`src/rtl/pixel_stream_tx_if.sv`:
```
// rtl/pixel_stream_tx_if.sv - frame request, pixel-memory read and framed pixel output bundle
interface pixel_stream_tx_if #(
   parameter int data_width = 16,
   parameter int addr_width = 9
);
   logic                  start;
   logic                  rd_en;
   logic [addr_width-1:0] rd_addr;
   logic [data_width-1:0] rd_data;
   logic                  HSYNC;
   logic                  VSYNC;
   logic [data_width-1:0] data_out;
   logic                  busy;
   logic                  done_out;

   modport master (
      input  start, rd_data,
      output rd_en, rd_addr, HSYNC, VSYNC, data_out, busy, done_out
   );

   modport slave (
      output start, rd_data,
      input  rd_en, rd_addr, HSYNC, VSYNC, data_out, busy, done_out
   );
endinterface

```
`src/rtl/pixel_stream_tx.sv`:
```
// rtl/pixel_stream_tx.sv - reads one frame from pixel memory and emits it VSYNC/HSYNC framed
module pixel_stream_tx #(
   parameter int image_width  = 18,
   parameter int image_height = 18,
   parameter int data_width   = 16,
   parameter int addr_width   = 9,
   parameter int h_blank      = 4,
   parameter int v_front      = 2,
   parameter int v_back       = 2
) (
   input  logic               clk,
   input  logic               rst,
   pixel_stream_tx_if.master  bus
);

   typedef enum logic [2:0] {
      S_IDLE,
      S_VFRONT,
      S_ACTIVE,
      S_HBLANK,
      S_VBACK
   } state_t;

   localparam int CW = 16;
   localparam logic [CW-1:0] VF_LAST   = CW'(v_front - 1);
   localparam logic [CW-1:0] W_LAST    = CW'(image_width - 1);
   localparam logic [CW-1:0] HB_LAST   = CW'(h_blank - 1);
   localparam logic [CW-1:0] VB_LAST   = CW'(v_back - 1);
   localparam logic [CW-1:0] LINE_LAST = CW'(image_height - 1);

   state_t                r_state, w_state_next;
   logic [CW-1:0]         r_cnt, w_cnt_next;
   logic [CW-1:0]         r_line, w_line_next;
   logic [addr_width-1:0] r_rd_addr, w_rd_addr_next;
   logic                  r_rd_en;
   logic                  r_vs_int;
   logic                  r_hs_d1, r_vs_d1;
   logic                  r_hsync, r_vsync;
   logic [data_width-1:0] r_data_out;
   logic                  r_busy, r_done;

   always_comb begin
      w_state_next   = r_state;
      w_cnt_next     = r_cnt + CW'(1);
      w_line_next    = r_line;
      w_rd_addr_next = r_rd_addr;
      case (r_state)
         S_IDLE: begin
            w_cnt_next = '0;
            if (bus.start) begin
               w_state_next   = S_VFRONT;
               w_line_next    = '0;
               w_rd_addr_next = '0;
            end
         end
         S_VFRONT: begin
            if (r_cnt == VF_LAST) begin
               w_state_next = S_ACTIVE;
               w_cnt_next   = '0;
            end
         end
         S_ACTIVE: begin
            w_rd_addr_next = r_rd_addr + addr_width'(1);
            if (r_cnt == W_LAST) begin
               w_state_next = S_HBLANK;
               w_cnt_next   = '0;
            end
         end
         S_HBLANK: begin
            if (r_cnt == HB_LAST) begin
               w_cnt_next = '0;
               if (r_line == LINE_LAST) begin
                  w_state_next = S_VBACK;
               end else begin
                  w_state_next = S_ACTIVE;
                  w_line_next  = r_line + CW'(1);
               end
            end
         end
         S_VBACK: begin
            if (r_cnt == VB_LAST) begin
               w_state_next = S_IDLE;
               w_cnt_next   = '0;
            end
         end
         default: begin
            w_state_next = S_IDLE;
            w_cnt_next   = '0;
         end
      endcase
   end

   // Two-stage delay on the syncs matches the one-cycle memory latency plus the data_out register.
   always_ff @(posedge clk or posedge rst) begin
      if (rst) begin
         r_state    <= S_IDLE;
         r_cnt      <= '0;
         r_line     <= '0;
         r_rd_addr  <= '0;
         r_rd_en    <= 1'b0;
         r_vs_int   <= 1'b0;
         r_hs_d1    <= 1'b0;
         r_vs_d1    <= 1'b0;
         r_hsync    <= 1'b0;
         r_vsync    <= 1'b0;
         r_data_out <= '0;
         r_busy     <= 1'b0;
         r_done     <= 1'b0;
      end else begin
         r_state    <= w_state_next;
         r_cnt      <= w_cnt_next;
         r_line     <= w_line_next;
         r_rd_addr  <= w_rd_addr_next;
         r_rd_en    <= (w_state_next == S_ACTIVE);
         r_vs_int   <= (w_state_next != S_IDLE);
         r_hs_d1    <= r_rd_en;
         r_hsync    <= r_hs_d1;
         r_vs_d1    <= r_vs_int;
         r_vsync    <= r_vs_d1;
         r_data_out <= bus.rd_data;
         r_done     <= r_vsync & ~r_vs_d1;
         // Stays high across a back-to-back restart so the one-cycle VSYNC gap does not drop busy.
         r_busy     <= (w_state_next != S_IDLE) | r_vs_int | r_vs_d1;
      end
   end

   assign bus.rd_en    = r_rd_en;
   assign bus.rd_addr  = r_rd_addr;
   assign bus.HSYNC    = r_hsync;
   assign bus.VSYNC    = r_vsync;
   assign bus.data_out = r_data_out;
   assign bus.busy     = r_busy;
   assign bus.done_out = r_done;

endmodule

```
`src/flat_wrapper.sv`:
```
// flat-port wrapper written by rule: the top's interface ports become plain ports
module pixel_stream_tx_flat 
#(
   parameter int image_width  = 18,
   parameter int image_height = 18,
   parameter int data_width   = 16,
   parameter int addr_width   = 9,
   parameter int h_blank      = 4,
   parameter int v_front      = 2,
   parameter int v_back       = 2
)
  (clk, rst, bus_start, bus_rd_data, bus_rd_en, bus_rd_addr, bus_HSYNC, bus_VSYNC, bus_data_out, bus_busy, bus_done_out);
  pixel_stream_tx_if #(.data_width(data_width), .addr_width(addr_width)) bus_i ();
  input  logic clk;
  input  logic rst;
  input wire logic [$bits(bus_i.start)-1:0] bus_start;
  input wire logic [$bits(bus_i.rd_data)-1:0] bus_rd_data;
  output wire logic [$bits(bus_i.rd_en)-1:0] bus_rd_en;
  output wire logic [$bits(bus_i.rd_addr)-1:0] bus_rd_addr;
  output wire logic [$bits(bus_i.HSYNC)-1:0] bus_HSYNC;
  output wire logic [$bits(bus_i.VSYNC)-1:0] bus_VSYNC;
  output wire logic [$bits(bus_i.data_out)-1:0] bus_data_out;
  output wire logic [$bits(bus_i.busy)-1:0] bus_busy;
  output wire logic [$bits(bus_i.done_out)-1:0] bus_done_out;
  assign bus_i.start = bus_start;
  assign bus_i.rd_data = bus_rd_data;
  assign bus_rd_en = bus_i.rd_en;
  assign bus_rd_addr = bus_i.rd_addr;
  assign bus_HSYNC = bus_i.HSYNC;
  assign bus_VSYNC = bus_i.VSYNC;
  assign bus_data_out = bus_i.data_out;
  assign bus_busy = bus_i.busy;
  assign bus_done_out = bus_i.done_out;
  pixel_stream_tx #(.image_width(image_width), .image_height(image_height), .data_width(data_width), .addr_width(addr_width), .h_blank(h_blank), .v_front(v_front), .v_back(v_back)) u_core (.clk(clk), .rst(rst), .bus(bus_i));
endmodule
```
`config.mk`:
```
export PLATFORM = sky130hd
export DESIGN_NAME = pixel_stream_tx_flat
export DESIGN_NICKNAME = d
export VERILOG_FILES = /design/src/rtl/pixel_stream_tx_if.sv /design/src/rtl/pixel_stream_tx.sv /design/src/flat_wrapper.sv
export SDC_FILE = /design/constraint.sdc
export NUM_CORES = 1
export LEC_CHECK = 0
export CAP_MARGIN = 20
export CORE_MARGIN = 3
export CORE_UTILIZATION = 50
export DETAILED_ROUTE_END_ITERATION = 8
export GPL_ROUTABILITY_DRIVEN = 0
export PLACE_DENSITY = 0.77
export SLEW_MARGIN = 15
export SYNTH_ARGS = -nofsm -noshare
export SYNTH_HDL_FRONTEND = slang
export SYNTH_SLANG_ARGS = --single-unit
```
`constraint.sdc`:
```
create_clock -name clk -period 3.2 [get_ports clk]
set_clock_uncertainty 0.2 [all_clocks]
set_input_delay 0.96 -clock clk [delete_from_list [all_inputs] [get_ports clk]]
set_output_delay 0.96 -clock clk [all_outputs]
set_load 0.1 [all_outputs]
```
=== Word-level counts from Yosys, hierarchy flattened ===
Cells that the tools add are included.

* Bits in registers: 68
* Input port bits: 19
* Output and inout port bits: 30
* Word-level logic and storage cells: 56

* Add/subtract/negate cells: 3
* Equal/unequal tests: 12
* Multiplexer cells: 17
* Bitwise operators: 4
* Reductions and logical operators: 7

{| class="wikitable"
|+ Operator list
! cell !! count
|-
| $mux W16 || 6
|-
| $pmux W16 S3 || 1
|-
| $add A16 B1 Y16 const B || 2
|-
| $eq A16 B5 Y1 const B || 2
|-
| $pmux W16 S2 || 1
|-
| $mux W3 || 6
|-
| $pmux W9 S2 || 1
|-
| $eq A16 B1 Y1 const B || 1
|-
| $eq A16 B2 Y1 const B || 1
|-
| $pmux W3 S5 || 1
|-
| $add A9 B1 Y9 const B || 1
|-
| $eq A3 B2 Y1 const B || 3
|-
| $mux W9 || 1
|-
| $ne A2 B2 Y1 const B || 2
|-
| $reduce_and A4 Y1 || 1
|-
| $reduce_bool A2 Y1 || 2
|-
| $eq A3 B1 Y1 const B || 1
|-
| $eq A3 B3 Y1 const B || 1
|-
| $logic_not A3 Y1 || 1
|-
| $reduce_bool A3 Y1 || 1
|-
| $ne A2 B1 Y1 const B || 1
|-
| $or A1 B1 Y1 || 2
|-
| $reduce_and A2 Y1 || 1
|-
| $reduce_or A2 Y1 || 1
|-
| other kinds (2) || 2
|}

=== Depth between registers and ports, before layout ===
* Word-level depth: 7
* Depth in mapped cells: 8
* Depth with buffers taken out: 7

=== Worst setup path before layout ===
OpenSTA, ideal clock, no wires.

* Path kind: reg-to-reg
* Start point: register u_core.r_cnt[6]
* End point: register u_core.r_line[2]
* Setup time: 0.066 ns
* Data arrival time: 1.894 ns
* Required time: 2.934 ns
* Path slack: 1.040 ns
* Stages on the path, launching flop included: 7
* Buffers on the path: 1
* Clock period less this slack: 2.160 ns
* Path through: dfrtp_1 > buf_6 > nor4_4 > nand4_4 > or3_4 > or4_1 > nand2_1

* Longest elaborated chain between the ends: 3

{| class="wikitable"
|+ RTL lines
! element !! line !! text
|-
| start: declaration || pixel_stream_tx.sv:32 || <nowiki>logic [CW-1:0] r_cnt, w_cnt_next;</nowiki>
|-
| start signal: assignment || pixel_stream_tx.sv:111 || <nowiki>r_cnt <= w_cnt_next;</nowiki>
|-
| $eq A16 B2 Y1 || pixel_stream_tx.sv:70 || <nowiki>if (r_cnt == HB_LAST) begin</nowiki>
|-
| $ne A2 B1 Y1 (no line) || -- ||
|-
| $reduce_and A4 Y1 (no line) || -- ||
|-
| end signal: assignment || pixel_stream_tx.sv:112 || <nowiki>r_line <= w_line_next;</nowiki>
|-
| end: declaration || pixel_stream_tx.sv:33 || <nowiki>logic [CW-1:0] r_line, w_line_next;</nowiki>
|}

No other way between the ends.
A chain may end at the register's enable or synchronous reset.

=== Worst setup path after layout ===
* Start point: register u_core.r_cnt[0]
* End point: register u_core.r_line[2]

Same word-level chain as after synthesis.

==> reports/qor_table.md <==
| Group | Parameter | This run |
| --- | --- | --- |
| logic synthesis | Number of synthesis warnings | 0 |
| worst setup path | CP Class | flip-flop to flip-flop |
| drt | Vias | 2306 |
| sta | Number of failing setup endpoints in the final timing report | 0 |
| sta | Worst-margin pin slew | 0.691 ns |
| logic synthesis | Most used flip-flop cell after synthesis | dfrtp_1 |
| drt | Remaining DRCs | 0 |
| floorplanning | Die height | 84.2 um |
| sta | Final cycle utilization of the critical path | 76.6% |
| sta | Number of endpoints with negative hold slack in the final report | 0 |
| worst setup path | Worst endpoint data arrival time | 2.53 ns |
| clocking | Number of buffers added to fix hold violations after cts | 0 |
| hold path | Hold path endpoint | u_core.bus.HSYNC |
| global route | Total congestion overflow | 0 |
| global route | First-pass GRT wire length | 10.8 mm |
| sta | Summed negative setup slack over all endpoints | 0 ns |
| power | Final total power | 3.23 mW |
| worst setup path | Reg-to-reg slack, setup | 0.75 ns |
| placement | Final HPWL from detailed placement | 4.31 mm |
| finish | Final net count | 362 |
| logic synthesis | Portion of the post-synthesis area used by sequential elements | 55.7% |
| placement | Port-buffer cells | 48 |
| logic synthesis | Cell types occupying the most area after synthesis | dfrtp_1, nor2_1, nand2_1 |
| logic synthesis | Netlist area before placement | 3060 um2 |
| floorplanning | Area of the die | 7080 um2 |
| worst setup path | Startpoint kind of the worst setup timing path | flip-flop |
| sta | Highest clock frequency the design can meet | 408 MHz |
| power | Ratio of total power to cell area | 863 nW/um2 |
| hold path | Instance count along the most critical hold path | 0 |
| floorplanning | Core area | 5710 um2 |
| sta | Tmin final | 2.45 ns |
| finish | Final core utilization | 65.5% |
| finish | Ant diodes | 0 |
| global route | Maximum number of pins on one net before global-route repair | 45 |
| clocking | CTS Root Buffer Type | clkbuf_8 |
| finish | Area Overhead vs Synth | 22.4% |
| clocking | TritonCTS Buffers | 9 |
| floorplanning | Placement row count | 27 |
| clocking | TritonCTS clock tree | yes |
| clocking | Bufs on Longest Clock Path | 2 |
| worst setup path | Cell depth of the worst flop-to-flop path | 5 |
| logic synthesis | Mean instance size in the synthesized netlist | 10.7 um2 |
| clocking | Clock slew at reported path FFs | 0.09 ns |
| finish | Non-Filler Cell Area, Final | 3740 um2 |
| finish | Fillers | 444 |
| drt | Per-cell routed wire length | 14.8 um |
| logic synthesis | Count of flip-flops with a built-in enable after synthesis | 0 |
| worst setup path | Required time at the worst-slack endpoint | 3.28 ns |
| logic synthesis | Number of standard cells after synthesis | 286 |
| worst setup path | Worst flop-to-flop path startpoint | u_core.r_cnt[0] |
| hold path | Class of the tightest hold or removal check | flip-flop to flip-flop |
| drt | Average vias per placed instance | 5.56 |
| logic synthesis | Share of flip-flops with an asynchronous set or reset | 100% |
| drt | Violation count after the first detailed-routing iteration | 192 |
| logic synthesis | Post-synth cell types | 39 |
| logic synthesis | Register bit total from synthesis | 68 |
| drt | Number of nets with antenna violations after detailed routing | 0 |
| logic synthesis | Ranking of synthesized cells by instance count | dfrtp_1, nor2_1, nand2_1, nand3_1, nand4_1 |
| global route | All-Layer GR Usage | 18.9% |
| placement | Dpl cell area | 3540 um2 |
| global route | Number of antenna violations at the first check in global routing | 0 |
| global route | Via count of the first global-routing pass | 2236 |
| status | Run status | finished, final reports clean |
| floorplanning | Die span in x | 84.2 um |
| worst setup path | Worst setup EP type | flip-flop |
| clocking | Post-cts sizing count | 0 |
| sta | Unrepaired setup endpoints after global routing | no |
| sta | Slew Limit Headroom | 53.8% |
| drt | Number of iterations in the first detailed-routing pass | 4 |
| worst setup path | Crit path max fanout | 11 |
| sta | Number of pins exceeding their max-slew limit in the final report | 0 |
| run | Count of max-cap constraint violations | 0 |
| floorplanning | I/O pin count | 49 |
| clocking | Count of H-tree levels built during CTS | 3 |
| logic synthesis | Dominant cell type by area after synthesis | dfrtp_1 |
| power | P_leak | 1.73 nW |
| power | Worst supply voltage drop on vdd | 0.000625 V |
| drt | Routed wire length | 6.15 mm |
| clocking | CTS Sinks | 68 |
| logic synthesis | Fraction of post-synthesis cell area in the top cell type by area | 55.7% |
| clocking | Worst skew pair latency | 0.34 ns |
| hold path | Worst hold path startpoint | u_core.r_hs_d1 |
| logic synthesis | Synthesized netlist net count | 310 |
| clocking | Total setup buffers inserted after CTS | 0 |
| floorplanning | Initial standard-cell utilization of the core | 53.5% |
| finish | Share of post-route cells with drive strength above 1 | 17.2% |
| worst setup path | Worst flop-to-flop path endpoint | u_core.r_line[2] |
| logic synthesis | Cell with the most instances after synthesis | dfrtp_1 |
-- registers in the layout, summed over array words and instances (netlist names), 3 cells and up --
signal	flops
u_core.bus.data_out	16
u_core.r_cnt	16
u_core.r_line	16
u_core.bus.rd_addr	9
u_core.r_state	3
-- placed cells by master (no fill, tap or decap), drive strengths merged, types with 3 or more instances in the layout --
master	netlist	layout
inv	6	10
dfrtp	68	68
nor2	36	36
xor2	10	10
nand3	17	17
xnor2	11	11
clkbuf	5	9
nor4	6	6
mux2i	7	7
and3	9	9
buf	5	33
ha	5	5
nand2b	3	3
nand4	15	15
and4	8	8
o21ai	12	12
nand2	27	27
nor3	13	13
a21oi	4	4
clkdlybuf4s50	0	18
-- power by group --
group          internal [mW]  switching, mW  total (mW)
sequential              1.03          0.204        1.24
combinational          0.371          0.887        1.26
clock                  0.371          0.364       0.735
total                   1.77           1.45        3.23
-- critical path, stage by stage (launching register included) --
cell     delay [ns]
dfrtp_1        0.45
ha_1           0.36
nand3_1        0.37
or3_4          0.52
or4_1          0.40
nand2_1        0.08
-- routing by layer --
metal,wire (um),track usage (%)
met3,337,3.43
met1,2800,26.2
met4,114,9.21
met5,0,0
met2,2890,28.8
-- cells by family after synthesis --
kind of cell,share of synthesized area [%]
buffers and inverters,2.33
AOI/OAI and AO/OA,4.71
muxes,2.29
xor gates and xnor gates,6.02
and+or+nand+nor,26.9
adders and majority gates,2.05
DFF,55.7
-- per-stage QoR --
stage | hold WS, ns | setup slack (ns) | instances
2_1_floorplan | 0.131 | 0.328 | 286
3_3_place_gp | 0.135 | 0.572 | 399
3_5_place_dp | 0.159 | 0.514 | 399
4_1_cts | 0.187 | 0.752 | 415
5_1_grt | 0.199 | 0.614 | 415
6_report | 0.179 | 0.748 | 415
-- cell type report --
class,count,area [um2],share of cell area [%]
multi-input combinational,202,1280,34.3
timing repair buffer,51,440,11.8
sequential,68,1700,45.5
inverter,6,22.5,0.602
clock inverter,7,80.1,2.14
clock buffer,9,124,3.31
tap,72,90.1,2.41
-- how the worst max path moves through the flow --
stage / start / to / slack [ns] / cells past startpoint
final: u_core.r_cnt[0] / u_core.r_line[2] / 0.75 / 5
after global routing: u_core.r_cnt[0] / u_core.r_line[2] / 0.61 / 5
after CTS: u_core.r_cnt[0] / u_core.r_line[2] / 0.75 / 5
after detailed placement: bus_start / u_core.bus.rd_addr[4] / 0.51 / 5
after global placement: bus_start / u_core.bus.rd_addr[3] / 0.57 / 5
after floorplan: rst / u_core.bus.HSYNC / 0.33 / 1
(Power assumes the default switching activity.)
==> edit (same settings) <==
Re-encode `state_t` (5 states) as one-hot, 5 bits wide.
--- a/src/rtl/pixel_stream_tx.sv
+++ b/src/rtl/pixel_stream_tx.sv
@@ -14,10 +14,10 @@
 );
 
-   typedef enum logic [2:0] {
-      S_IDLE,
-      S_VFRONT,
-      S_ACTIVE,
-      S_HBLANK,
-      S_VBACK
+   typedef enum logic [4:0] {
+      S_IDLE   = 5'b00001,
+      S_VFRONT = 5'b00010,
+      S_ACTIVE = 5'b00100,
+      S_HBLANK = 5'b01000,
+      S_VBACK  = 5'b10000
    } state_t;
 
Formal check against the unedited RTL: same outputs for any inputs over 10 cycles, from zero or initial values and one cycle with rst high; not proved beyond that.
==> edit against the original RTL <==
Area after synthesis is 0.66% lower. Critical path depth is the same. Sequential cell count is 2 higher. Global-route usage is 1.1 points higher. Routed wire length is 2.8% higher. Setup slack worse by 470 ps. Final area is 1.6% higher. Critical endpoint is now u_core.r_line[15].
Power is not compared: it rests on default switching activity, and its combinational part moved more than twofold at a synthesized area within 25%.
==> edit: results (changes against the original RTL) <==
| Metric | Value |
|---|---|
| Placed instance area | 3560 µm² (+0.71%) |
| Syn nets | 307 (-0.97%) |
| Synthesized area per cell | 10.7 µm² (+0.40%) |
| Worst-path fanout max | 7 (-4) |
| GRT Util Overall | 20.0% (+1.1 points) |
| Worst hold margin | 159 ps (-20.0 ps) |
| Non-clk buf share | 12.0% (+0.21 points) |
| Vias post-DR | 2,315 (+0.39%) |
| Worst reg2reg endpoint | u_core.r_line[15] |
| Worst-Margin Slew | 648 ps (-43.6 ps) |
| Detailed Route Iter0 Violations | 178 (-7.3%) |
| CP Launch Point | u_core.r_cnt[5] |
| Placed Instances | 403 (+1.0%) |
| P&R area growth vs syn | 25.2% |
| Clock Sinks | 70 (+2.9%) |
| Final worst setup slack | 278 ps (-470 ps) |
| Top cells by area, synth | dfrtp_1 57%, xnor2_1 4.3%, nor2_1 3.8% |
| Status | finished, final reports clean |
| First-pass GRT wire length | 11,200 µm (+3.7%) |
| Pre-CTS setup slack | 323 ps (-191 ps) |
| Nonclk inv count | 10 (+4) |
| Multi-input gates | 198 (-2.0%) |
| Sequential cell area share | 46.1% (+0.65 points) |
| DR WL/cell | 15.1 µm (+1.8%) |
| Clock buffers | 10 (+1) |
| Placed wire-length estimate | 4380 µm (+1.6%) |
| Layout cells sized above 1 | 16.7% (-0.49 points) |
==> edit: cell count changes after synthesis, sizes merged, moves of 5 or more <==
cell and change:
or4 +9, a21oi +7, nand2 -7, nor3 -7, mux2i -6, o31ai +6, buf -5, nor2 -5
or3 +5
==> edit: power by group <==
group          switching (µW)  internal [µW]
combinational             102           34.8
sequential               3.12            894
clock                     322            516
total                     427           1450
==> edit: kinds of logic (layout without fill, tap and decap cells) <==
group / Yosys count / in the layout / synth area share, %
muxes: 1 / 1 / 0.330
DFF: 70 / 70 / 57.7
xor gates and xnor gates: 26 / 26 / 7.50
AOI/OAI and AO/OA: 32 / 32 / 6.35
buffers and inverters: 15 / 79 / 1.86
adders and majority gates: 5 / 5 / 2.06
and+or+nand+nor: 134 / 134 / 24.2
==> edit: per-layer routing <==
layer / vias up / wire length, µm / track usage, %
met5: - / 0 / 0
met4: 0 / 79 / 7.75
met3: 6 / 322 / 5.03
met2: 66 / 2990 / 29.9
met1: 1102 / 2930 / 28.1
li1: 1141 / - / -
